==> config.mk <==
export PLATFORM = sky130hd
export DESIGN_NAME = game_check
export DESIGN_NICKNAME = d
export VERILOG_FILES = /design/src/rtl/game_pkg.sv /design/src/rtl/key_edge.sv /design/src/rtl/game_check.sv
export SDC_FILE = /design/constraint.sdc
export NUM_CORES = 1
export LEC_CHECK = 0
export CORE_UTILIZATION = 55
export CTS_BUF_LIST = sky130_fd_sc_hd__clkbuf_4 sky130_fd_sc_hd__clkbuf_8
export DETAILED_ROUTE_END_ITERATION = 10
export DONT_BUFFER_PORTS = 1
export GPL_ROUTABILITY_DRIVEN = 0
export PLACE_DENSITY = 0.73
export SLEW_MARGIN = 20
export SYNTH_ARGS = -nofsm -noshare
export SYNTH_HDL_FRONTEND = slang
export SYNTH_SLANG_ARGS = --single-unit
==> constraint.sdc <==
create_clock -name clk -period 2 [get_ports clk]
set_input_delay 0.4 -clock clk [delete_from_list [all_inputs] [get_ports clk]]
set_output_delay 0.4 -clock clk [all_outputs]
set_load 0.005 [all_outputs]
==> src/rtl/game_pkg.sv <==
// Shared definitions for the memory-game stages (display/start and check).
package game_pkg;

    localparam int unsigned DISPLAY_CYCLE = 10;
    localparam int unsigned DATA_W        = 10;
    localparam int unsigned ADDR_W        = 4;
    localparam int unsigned SCORE_W       = 4;

    typedef enum logic [1:0] {
        IDLE     = 2'd0,
        WAIT_KEY = 2'd1,
        COMPARE  = 2'd2,
        DONE     = 2'd3
    } game_state_e;

endpackage

==> src/rtl/key_edge.sv <==
// One-cycle rising-edge detector for a debounced key level.
module key_edge (
    input  logic clk,
    input  logic reset,
    input  logic key,
    output logic rise_c
);

    logic key_q;

    // Previous key level; tracked in every state so a held key never re-fires.
    always_ff @(posedge clk) begin
        if (reset) begin
            key_q <= 1'b0;
        end else begin
            key_q <= key;
        end
    end

    assign rise_c = key & ~key_q;

endmodule

==> src/rtl/game_check.sv <==
// Replays the stored pattern sequence against player entries and scores the round.
module game_check #(
    parameter int unsigned DISPLAY_CYCLE = game_pkg::DISPLAY_CYCLE,
    parameter int unsigned DATA_W        = game_pkg::DATA_W,
    parameter int unsigned ADDR_W        = game_pkg::ADDR_W,
    parameter int unsigned SCORE_W       = game_pkg::SCORE_W
) (
    input  logic               clk,
    input  logic               reset,
    input  logic               start_check,
    input  logic               confirm_key,
    input  logic [DATA_W-1:0]  sw,
    input  logic [DATA_W-1:0]  rd_data,
    output logic [ADDR_W-1:0]  rn,
    output logic [DATA_W-1:0]  led,
    output logic [SCORE_W-1:0] score,
    output logic               busy,
    output logic               done,
    output logic               pass
);

    import game_pkg::*;

    localparam logic [ADDR_W-1:0]  LAST_IDX   = ADDR_W'(DISPLAY_CYCLE - 1);
    localparam logic [SCORE_W-1:0] FULL_SCORE = SCORE_W'(DISPLAY_CYCLE);

    game_state_e        state_q;
    game_state_e        state_d;
    logic [ADDR_W-1:0]  rn_d;
    logic [DATA_W-1:0]  led_d;
    logic [SCORE_W-1:0] score_d;
    logic               busy_d;
    logic               done_d;
    logic               pass_d;
    logic [DATA_W-1:0]  guess_q;
    logic [DATA_W-1:0]  guess_d;
    logic [DATA_W-1:0]  ref_q;
    logic [DATA_W-1:0]  ref_d;
    logic               key_rise_c;
    logic               match_c;
    logic [SCORE_W-1:0] score_inc_c;

    key_edge u_key_edge (
        .clk    (clk),
        .reset  (reset),
        .key    (confirm_key),
        .rise_c (key_rise_c)
    );

    // Exact full-width match of the captured guess against the stored pattern.
    assign match_c     = (guess_q == ref_q);
    assign score_inc_c = (match_c && (score < FULL_SCORE)) ? score + SCORE_W'(1) : score;

    // State and registered outputs; reset clears the round including the partial score.
    always_ff @(posedge clk) begin
        if (reset) begin
            state_q <= IDLE;
            rn      <= '0;
            led     <= '0;
            score   <= '0;
            busy    <= 1'b0;
            done    <= 1'b0;
            pass    <= 1'b0;
            guess_q <= '0;
            ref_q   <= '0;
        end else begin
            state_q <= state_d;
            rn      <= rn_d;
            led     <= led_d;
            score   <= score_d;
            busy    <= busy_d;
            done    <= done_d;
            pass    <= pass_d;
            guess_q <= guess_d;
            ref_q   <= ref_d;
        end
    end

    // Next state and next output values.
    always_comb begin
        state_d = state_q;
        rn_d    = rn;
        led_d   = led;
        score_d = score;
        busy_d  = busy;
        done_d  = done;
        pass_d  = pass;
        guess_d = guess_q;
        ref_d   = ref_q;

        case (state_q)
            IDLE: begin
                rn_d   = '0;
                led_d  = '0;
                busy_d = 1'b0;
                done_d = 1'b0;
                if (start_check) begin
                    state_d = WAIT_KEY;
                    score_d = '0;
                    busy_d  = 1'b1;
                    led_d   = sw;
                end
            end

            WAIT_KEY: begin
                busy_d = 1'b1;
                done_d = 1'b0;
                led_d  = sw;
                if (key_rise_c) begin
                    state_d = COMPARE;
                    guess_d = sw;
                    ref_d   = rd_data;
                end
            end

            COMPARE: begin
                score_d = score_inc_c;
                if (rn == LAST_IDX) begin
                    state_d = DONE;
                    busy_d  = 1'b0;
                    done_d  = 1'b1;
                    pass_d  = (score_inc_c == FULL_SCORE);
                    led_d   = {DATA_W{pass_d}};
                end else begin
                    state_d = WAIT_KEY;
                    rn_d    = rn + ADDR_W'(1);
                    led_d   = sw;
                end
            end

            DONE: begin
                busy_d = 1'b0;
                done_d = 1'b1;
                led_d  = {DATA_W{pass}};
                if (start_check) begin
                    state_d = WAIT_KEY;
                    rn_d    = '0;
                    score_d = '0;
                    busy_d  = 1'b1;
                    done_d  = 1'b0;
                    led_d   = sw;
                end
            end

            default: begin
                state_d = IDLE;
            end
        endcase
    end

    // Score can never pass the number of entries in a round.
    a_score_bound: assert property (@(posedge clk) disable iff (reset) score <= FULL_SCORE);

endmodule

Yosys cells after proc, flatten, opt, wreduce, memory -nomap -nowiden. Index checks and enable logic that the tools add are counted.

Add/sub/neg operators: 2. Multipliers: 0. Divide/modulo/power cells: 0. $lt $le $gt $ge: 1. Equal/unequal tests: 11. Shift-type cells: 0. Mux-type cells: 19. Bitwise gates (word level): 2. Reduce and logical (&&, ||, !) cells: 11.

Operator list (number): $pmux 10 s4 (1); $mux 10 (3); $mux 4 (3); $pmux 4 s3 (1); $eq 10x10->1 (1); $add 4x1->4 const B (2); $eq 4x4->1 const B (2); $ne 2x2->1 const B (4); $pmux 4 s2 (1); $reduce_and 2->1 (4); $mux 2 (3); $pmux 1 s3 (2); $pmux 2 s3 (1); $eq 2x2->1 const B (2); $lt 4x4->1 const B (1); $mux 1 (4); $reduce_or 2->1 (2); $reduce_and 3->1 (1); $reduce_bool 3->1 (1); $eq 2x1->1 const B (1); $logic_not 2->1 (1); $ne 2x1->1 const B (1); $reduce_bool 2->1 (1); $and 1x1->1 (1); other kinds (2) (2).

Flip-flop bits (word level): 44. Bits in latches: 0. Bits in writable memories: 0. ROM bits: 0. Input port bits: 24. Output and inout bits: 21. Logic and storage cells: 56. Memories kept: 0.

Depth between registers and ports, before layout.
Depth in word-level cells: 6. Depth in mapped cells: 8. Mapped depth without buffers: 7.

Cells and area by module. A second synthesis with hierarchy kept.

Cells, all modules: 242. Area, all modules: 2093.3 µm².

Modules (own cells, without submodules): game_check (instances 1, cells an instance 239, area an instance 2045.7 µm², sequential area each 860.8 µm²); key_edge (instances 1, cells an instance 3, area an instance 47.5 µm², sequential area each 20.0 µm²).

Least setup slack after synthesis. No wires, ideal clock.

Path kind: register to register. From: register score[1]. To: register led[0]. Library setup time: 0.084 ns. Arrival time: 1.771 ns. Required time: 1.916 ns. Path slack: 0.145 ns. Cell stages (with the launch flop): 7. Path buffers: 1. Period minus slack after synthesis: 1.855 ns. Path through: dfxtp_1 o21ai_2 nand4_2 or4_1 a31o_1 buf_6 o31ai_2.

Cells in the longest elaborated chain, start to end: 6. Elaborated cells on any way between the ends: 7. Those cells by class: add/sub (1); order compare (1); eq/ne (1); mux (3); reduce/logical (1).

RTL lines: start: declaration (RTL line game_check.sv:16) `output logic [SCORE_W-1:0] score,`; start signal: assignment (RTL line game_check.sv:70) `score <= score_d;`; $lt 4x4->1 (RTL line game_check.sv:52) `assign score_inc_c = (match_c && (score < FULL_SCORE)) ? score + SCORE_W'(1) : score;`; $logic_and 1x1->1 (RTL line game_check.sv:52); $mux 4 (*) (RTL line game_check.sv:52); $eq 4x4->1 (*) (RTL line game_check.sv:122) `pass_d = (score_inc_c == FULL_SCORE);`; $mux 10 (*) (RTL line game_check.sv:118) `if (rn == LAST_IDX) begin`; $pmux 10 s4 (*) (RTL line game_check.sv:91) `case (state_q)`; end signal: assignment (RTL line game_check.sv:69) `led <= led_d;`; end: declaration (RTL line game_check.sv:15) `output logic [DATA_W-1:0] led,`.

Mark *: on every way between the ends. The rest lies on a longest branch, timed or not. A chain may end at the register's enable or synchronous reset.

Final worst setup path.
From: register guess_q[9]. To: register led[8].

Cells in the longest elaborated chain, start to end: 6.

RTL lines: start: declaration (RTL line game_check.sv:35) `logic [DATA_W-1:0] guess_q;`; start signal: assignment (RTL line game_check.sv:74) `guess_q <= guess_d;`; $eq 10x10->1 (RTL line game_check.sv:51) `assign match_c = (guess_q == ref_q);`; $logic_and 1x1->1 (RTL line game_check.sv:52); $mux 4 (RTL line game_check.sv:52); $eq 4x4->1 (RTL line game_check.sv:122); $mux 10 (RTL line game_check.sv:118); $pmux 10 s4 (RTL line game_check.sv:91).

No other way between the ends.

==> reports/qor.txt <==
crit start category: flop
fraction of registers with async set/reset: 0%
DRC: 0
status: finished, final reports clean
global routing met1 resource utilization: 30.4%
Crit path buffers/inverters: 1
global-route wire length before repair: 8.02 mm
PD cells: 1200 nW/um2
Final period util: 95.6%
Max transition margin: 73.1%
register area: 886 um2
Main synth FF type: dfxtp_1
Post-CTS Repair Setup Buffers: 0
post-synthesis net count: 316
DIE HEIGHT: 66.4 um
Layout area overhead: 10.9%
initial DRC count: 168
port bufs: 0
post_cts resized: 0
TritonCTS Buffers: 5
CTS H-tree lvls: 2
WP data required: 2.22 ns
Final Hold Vio Count: 0
hpwl dp: 3.51 mm
clock-pin slew on the worst setup and hold paths: 0.09 ns
Leakage: 0.912 nW
M2 GR Usage: 40.1%
Final Max Tran Viols: 0
Global Route Usage Sum: 24.0%
largest net degree at the start of global routing: 57
count of cell types in the netlist: 38
Slew @ Worst Pin: 0.402 ns
Critical Path End: led[8]$_SDFF_PP0_
Seq/Total Area, Yosys: 38.6%
die area: 4410 um2
Cells after Synth: 284
Max Clock Skew: 0.0106 ns
commonest non-fill, non-tap cell in the layout: nand2_1
reg2reg end: led[8]$_SDFF_PP0_
critical path class: flop to flop
Mapped Area: 2280 um2
CTS tree: done
syn avg cell area: 8.04 um2
antenna diode count: 0
Hold Buf Count CTS: 0
Register-to-Register Path Depth: 6
HP Class: primary input to flop
Max Fclk: 523 MHz
cell at the root of the clock tree: clkbuf_8
YS warnings: 0
worst hold slack: 0.161 ns
slowest CP cell: or4_1
Vias: 1959
Initial Util: 57.1%
Die W: 66.4 um
RR Startpoint: guess_q[9]$_SDFFE_PP0P_
R2R setup slack: 0.09 ns
met3 Use GR: 4.31%
post-layout net count: 321
share of cells above drive strength 1: 15.5%
Clk Latency, worst-skew pair: 0.30 ns
GRT overflow: 0
initial antenna violation count: 0
final wirelength: 4.97 mm
VDD IR-drop max: 0.570 mV
# rows: 23
Synth area leaders: dfxtp_1, nand2_1, a21oi_1, o31ai_2, ha_1
clock sink total: 44
Stages on worst setup path: 6
commonest non-fill, non-tap cells in the layout: nand2_1, dfxtp_1, a21oi_1, nor2_1, buf_4
core area: 4000 um2
crit path DAT: 2.13 ns
fin util: 63.2%
I/O pin cnt: 45
Clock Path Buffers: 2
leading area contributor after synthesis: dfxtp_1
number of fill cells: 386
FF+latch count, synth: 44
Most Used Layer, Global Route: met2
type of element capturing the critical path: flop
origin of the worst setup path: guess_q[9]$_SDFFE_PP0P_
DRT Pass-1 Iters: 4
max_cap viols: 0
crit path max fanout: 10
Post-DRT Antenna Nets: 0
post-DR vias/cell: 5.76
Post-synth EDFFs: 0
final setup fails: 0
area of the multi-input gates: 1330 um2
vias in the first global route: 1783
post-synth top area share: 38.6%
max incr delay on CP: 0.54 ns
Top Family by Delay on Critical Path: simple AND/OR/NAND/NOR gates
Avg WL per Cell: 14.6 um
Critical Path, Cell by Cell: xnor2_2 > nand4_2 > or4_1 > a31o_1 > buf_12 > o31ai_2
Tmin final: 1.91 ns
[synthesized netlist by cell type, types with 5 or more instances]
master,instances
nand2_1,55
nor2_1,21
a21o_1,11
ha_1,8
clkbuf_1,15
nand3_1,7
xnor2_1,8
inv_1,9
o31ai_2,10
nor3_1,5
a31oi_1,12
dfxtp_1,44
a21oi_1,38
[cell families (layout without fill, tap and decap cells)]
family	after synthesis	after routing	share of synthesized area, %
buf+inv	26	32	4.66
fa+ha+maj	8	8	4.39
compound gates	84	84	25.2
simple gates	111	111	22.3
flops	44	44	38.6
xor+xnor	11	11	4.88
[how the worst min path moves through the flow]
stage,startpoint,slack (ns),cells past startpoint,end
finish,reset,0.16,1,guess_q[3]$_SDFFE_PP0P_
global route,reset,0.15,1,guess_q[3]$_SDFFE_PP0P_
CTS,reset,0.15,1,guess_q[6]$_SDFFE_PP0P_
detailed placement,guess_q[5]$_SDFFE_PP0P_,0.46,2,guess_q[5]$_SDFFE_PP0P_
global placement,ref_q[6]$_SDFFE_PP0P_,0.45,2,ref_q[6]$_SDFFE_PP0P_
floorplan,guess_q[8]$_SDFFE_PP0P_,0.45,2,guess_q[8]$_SDFFE_PP0P_
[worst register-to-register path: cells and delay by family (launching register included)]
family                    cells  cell delay, ns
xor gates and xnor gates      1            0.19
buffers and inverters         1            0.16
AOI/OAI and AO/OA             2            0.47
DFF                           1            0.34
and+or+nand+nor               2            0.69
[power by group]
group,switching [W],internal (W),total (W)
sequential,0.000132,0.00107,0.00120
combinational,0.000738,0.000508,0.00125
clock,0.000300,0.000294,0.000594
[routing by layer]
layer  part of all wire [%]  up-vias
met5                      0        -
met4                    1.4        0
met3                    5.0        7
met2                     47       44
met1                     47      901
li1                       -     1007
[state kept, by name, summed over array words and instances (netlist names)]
name	count
pass	1
busy	1
u_key_edge.key_q	1
led	10
rn	4
done	1
ref_q	10
guess_q	10
state_q	2
score	4
[cell type report]
cell class | instances | share of cell area, %
Inverter | 9 | 1.34
Timing Repair Buffer | 15 | 4.95
Clock buffer | 7 | 3.56
Multi-Input combinational cell | 214 | 52.4
Tap cell | 50 | 2.47
Sequential cell | 44 | 35.0
Clock inverter | 1 | 0.297
[stage by stage]
| step | power [W] | cell area [um2] | setup TNS (ns) | instances | setup slack (ns) |
|---|---|---|---|---|---|
| final | 0.00304 | 2530 | 0 | 340 | 0.0882 |
| after floorplan | 0.00210 | 2280 | 0 | 284 | 0.145 |
| after CTS | 0.00303 | 2490 | 0 | 340 | 0.0241 |
| after global routing | 0.00325 | 2530 | -0.133 | 340 | -0.0272 |
| after detailed placement | 0.00243 | 2400 | 0 | 332 | 0.0402 |
| after global placement | 0.00239 | 2400 | 0 | 332 | 0.102 |
(Power assumes the default switching activity.)
